`config.mk`:
```
export PLATFORM = sky130hd
export DESIGN_NAME = fsm_rr_arbiter
export DESIGN_NICKNAME = d
export VERILOG_FILES = /design/src/rtl/fsm_rr_arbiter.sv
export SDC_FILE = /design/constraint.sdc
export NUM_CORES = 1
export LEC_CHECK = 0
export BUFFER_PORTS_ARGS = -buffer_cell sky130_fd_sc_hd__buf_4
export CORE_UTILIZATION = 47
export DETAILED_ROUTE_END_ITERATION = 16
export PLACE_DENSITY = 0.73
export SLEW_MARGIN = 0
export SYNTH_ARGS = -nofsm -noshare
export SYNTH_HDL_FRONTEND = slang
export SYNTH_SLANG_ARGS = --single-unit
```
`constraint.sdc`:
```
create_clock -name clk -period 1.39 [get_ports clk]
set_input_delay 0.139 -clock clk [delete_from_list [all_inputs] [get_ports clk]]
set_output_delay 0.139 -clock clk [all_outputs]
set_load 0.03 [all_outputs]
```
`src/rtl/fsm_rr_arbiter.sv`:
```
// fsm_rr_arbiter: four-way round-robin arbiter with bounded hold time and a dead cycle between owners
module fsm_rr_arbiter #(
  parameter int MAX_HOLD = 16,
  parameter int CNT_W    = 5
) (
  input  logic       clk,
  input  logic       reset,
  input  logic [3:0] req,
  input  logic [3:0] done,
  output logic [3:0] gnt,
  output logic [1:0] gnt_id,
  output logic       busy,
  output logic       pending,
  output logic       timeout
);
  typedef enum logic [1:0] {IDLE = 2'b00, BUSY = 2'b01, REL = 2'b10} state_t;
  state_t state_q, state_d;
  logic [1:0] ptr_q, ptr_d, gnt_id_q, gnt_id_d, win;
  logic [3:0] gnt_q, gnt_d;
  logic [CNT_W-1:0] hold_q, hold_d;
  logic timeout_q, timeout_d, own_done, own_req, cnt_hit;
  always_comb begin
    win = '0;
    for (int k = 3; k >= 0; k--)
      if (req[ptr_q + 2'(k)]) win = ptr_q + 2'(k);
  end
  assign own_done = done[gnt_id_q];
  assign own_req  = req[gnt_id_q];
  assign cnt_hit  = hold_q == CNT_W'(MAX_HOLD - 1);
  always_comb begin
    state_d   = state_q;
    ptr_d     = ptr_q;
    gnt_d     = gnt_q;
    gnt_id_d  = gnt_id_q;
    hold_d    = hold_q;
    timeout_d = 1'b0;
    case (state_q)
      IDLE: if (|req) begin
        state_d  = BUSY;
        gnt_d    = 4'b0001 << win;
        gnt_id_d = win;
        ptr_d    = win + 2'd1;
        hold_d   = '0;
      end
      BUSY: begin
        hold_d = &hold_q ? hold_q : hold_q + 1'b1;
        if (own_done || !own_req || cnt_hit) begin
          state_d   = REL;
          gnt_d     = '0;
          timeout_d = cnt_hit && own_req && !own_done;
        end
      end
      REL: begin
        state_d = IDLE;
        gnt_d   = '0;
      end
      default: begin
        state_d = IDLE;
        gnt_d   = '0;
      end
    endcase
  end
  always_ff @(posedge clk or posedge reset) begin
    if (reset) begin
      state_q   <= IDLE;
      ptr_q     <= '0;
      gnt_q     <= '0;
      gnt_id_q  <= '0;
      hold_q    <= '0;
      timeout_q <= 1'b0;
    end else begin
      state_q   <= state_d;
      ptr_q     <= ptr_d;
      gnt_q     <= gnt_d;
      gnt_id_q  <= gnt_id_d;
      hold_q    <= hold_d;
      timeout_q <= timeout_d;
    end
  end
  assign gnt     = gnt_q;
  assign gnt_id  = gnt_id_q;
  assign timeout = timeout_q;
  assign busy    = state_q == BUSY;
  assign pending = (state_q == IDLE) && |req;
endmodule

```
==> impl_metrics.yaml <==
layout:
  multi_input_area_sq_um: 552
  final_cell_mix: "31 x buf_4, 13 x dfrtp_1, 8 x nand2_1"
  seq_area_sq_um: 404
  final_cells: 147
  syn2layout_area_growth_pct: 50.7
  n_antenna_cell: 0
  mostFrequentLayoutCell: "buf_4"
  drive_gt1_share_pct: 59.8
  fin_nets: 136
  fill_cells: 128
floorplan:
  core_sq_um: 1750
  placementRows: 15
  die_h_microns: 45.4
  die-area_sq_um: 2060
  fp.dieW_microns: 45.4
  io_pins: 19
  initial_core_util_pct: 50.6
sta:
  timing.hold.ws_ns: 0.314
  drv_slew: 0
  max-slew-margin-rel_pct: 60.1
  min_period_ns: 1.44
  timing.fmax_ghz: 0.694
  fin_ws_ns: -0.0503
  rsz0062_at_grt: "true"
  fin_skew_ns: 0.00146
  period_share_pct: 104
  hold_viol: 0
  tightest_slew_ns: 0.598
  setup_viol: 4
critical_path:
  critPathKind: "reg -> reg"
  cp_max_fo: 3
  slowest_delay_ns: 0.40
  end_kind: "register"
  crit_required_ns: 1.57
  crit_path_top_delay_cell: "dfrtp_1"
  path_buf_inv: 0
  worstPathCellList: "ha_2 > and3_4 > ha_4 > nor2_4 > nand4_1 > xor2_1 > nor2_1"
  cp.arrival_ns: 1.62
  cp_top_family: "simple AND/OR/NAND/NOR gates"
  critPathLaunchType: "register"
clock_tree:
  clockBufferDepth: 2
  cts_tree: "yes"
  clkLatencyLatePin_ns: 0.28
  cts_buffers: 3
  cts_max_level: 1
  clk_pin_slew_ns: 0.09
  clock-sinks: 16
  cts_root_buf: "clkbuf_4"
yosys:
  ys_warn_count: 0
  ys_seq_area_share_pct: 45.3
  synth_area_sq_um: 883
  synth_fa_ha_area_share_pct: 4.25
  postSynthCellCount: 84
  synth_nets: 97
  synth_top_family_by_area: "simple AND/OR/NAND/NOR gates"
  synth-compound-area-share_pct: 18.8
  synth-simple-area-share_pct: 21.8
  ys_types: 32
  muxShareOfSynthArea_pct: 2.55
  synth_seq_cells: 16
  avgSynthCellArea_sq_um: 10.5
  synthXorXnorAreaFrac_pct: 2.97
grt:
  antenna_found_initial: 0
  grt_pass1_vias: 702
  grt_usage_pct: 20.6
  grt_overflow: 0
  grt_pass1_wl_microns: 2980
  grt_max_degree: 17
route:
  routed_wl_microns: 1750
  routed_via_density: 5.10
  drt_iter0_drc: 11
  firstDrtPassIters: 4
  ant_nets: 0
  vias: 749
  route.detailed.drc: 0
  wl_per_cell_microns: 11.9
outcome:
  status: "finished, violations left"
  violations: "setup timing"
job:
  cap_violations: 0
power_and_ir_drop:
  power.static_leakage_nw: 0.598
  power.total_w: 0.00264
  vdd_drop_max_mv: 1.33
  powerDensity_nw_per_um2: 1980
placement:
  dp_cells: 137
  numPortBuffers: 18
  hpwl_microns: 1320
  globalplace.congestion: 0.827
  pre_cts_slack_ns: -0.0972
min_path:
  worst_hold_path_type: "in -> reg"
==> final cells by class <==
| class | count | area share (%) |
|---|---|---|
| multi-input cells | 60 | 41.4 |
| repair buffers | 35 | 20.8 |
| clock buffers | 4 | 2.73 |
| well taps | 25 | 2.35 |
| inverters | 7 | 2.35 |
| flip-flops and latches | 16 | 30.4 |
==> path summary, 6_finish.rpt <==
check,startpoint,endpoint,slack [ns],depth (start not counted)
min in group asynchronous,reset,hold_q[2],0.47,3
max,hold_q[0],hold_q[3],-0.05,7
max reg2reg,hold_q[0],hold_q[3],-0.05,7
min,req[2],gnt[2],0.31,4
max in group asynchronous,reset,gnt_id[0],0.50,3
min reg2reg,gnt[0],gnt[0],0.50,1
==> cells by family after synthesis <==
group	after synthesis
AND/OR/NAND/NOR	34
AO/OA/AOI/OAI	19
flip-flops	16
buffers and inverters	8
XOR/XNOR	3
adder cells (fa/ha/maj)	3
multiplexers	1
==> timing repair <==
action,4_1_cts,5_1_grt
endpoints found under the setup margin,11,14
hold buffers,1,0
buffers inserted,4,1
pin swaps,3,8
hold endpoints to repair,16,0
resized for setup,11,19
==> synth_stat cells <==
master     instances  area share (%)
o211ai_1           1            0.85
nand2b_1           3             2.1
or3_4              1             1.3
o32ai_2            2             3.7
dfrtp_1           16              45
xor2_1             2             2.0
o31ai_4            1             2.4
ha_1               3             4.2
buf_6              1             1.3
a31oi_1            1            0.71
o2bb2ai_1          3             3.0
xnor2_1            1            0.99
nand2_4            1             1.3
a21oi_1            2             1.1
nor2_1             4             1.7
nor2b_1            6             4.2
and3_1             2             1.4
o21ai_1            2             1.1
nand3_1            3             1.7
or2_4              1            0.99
a21boi_2           1             1.3
o32a_1             1             1.1
a21oi_2            1            0.99
a21boi_0           1            0.85
or2_1              1            0.71
nand2_1            9             3.8
o21ai_0            3             1.7
inv_1              7             3.0
mux4_2             1             2.5
nand4_1            1            0.71
nor2_2             1            0.71
nand3_2            1             1.1
==> sequential cells by signal (all words and copies together) (netlist names) <==
| register | flops |
|---|---|
| hold_q | 5 |
| gnt | 4 |
| gnt_id | 2 |
| ptr_q | 2 |
| state_q | 2 |
| timeout | 1 |
==> per-stage QoR <==
stage | cell area (sq um) | util, % | setup TNS [ns]
2_1_floorplan | 912 | - | -0.204
3_3_place_gp | 1150 | 65.9 | -0.167
3_5_place_dp | 1150 | 65.9 | -0.469
4_1_cts | 1270 | 72.7 | -0.101
5_1_grt | 1330 | 76.3 | -0.496
6_report | 1330 | 76.3 | -0.139
==> tightest hold or removal path, stage by stage <==
cell	delay [ns]
buf_4	0.09
or3_4	0.15
o31ai_4	0.07
o2bb2ai_2	0.11
==> metal layers <==
layer | share of wire (%) | global-route usage (%) | wire length, microns
met5 | 0 | 0 | 0
met4 | 0.86 | 10.9 | 15
met3 | 3.9 | 2.80 | 68
met2 | 47 | 30.7 | 831
met1 | 48 | 28.9 | 838
==> report_power, final <==
group	switching, W	internal [W]	leakage, nW
clock network	0.000145	0.000159	0.0210
logic	0.000820	0.000733	0.372
registers	0.000148	0.000634	0.205
Power figures use the tool's default switching activity.
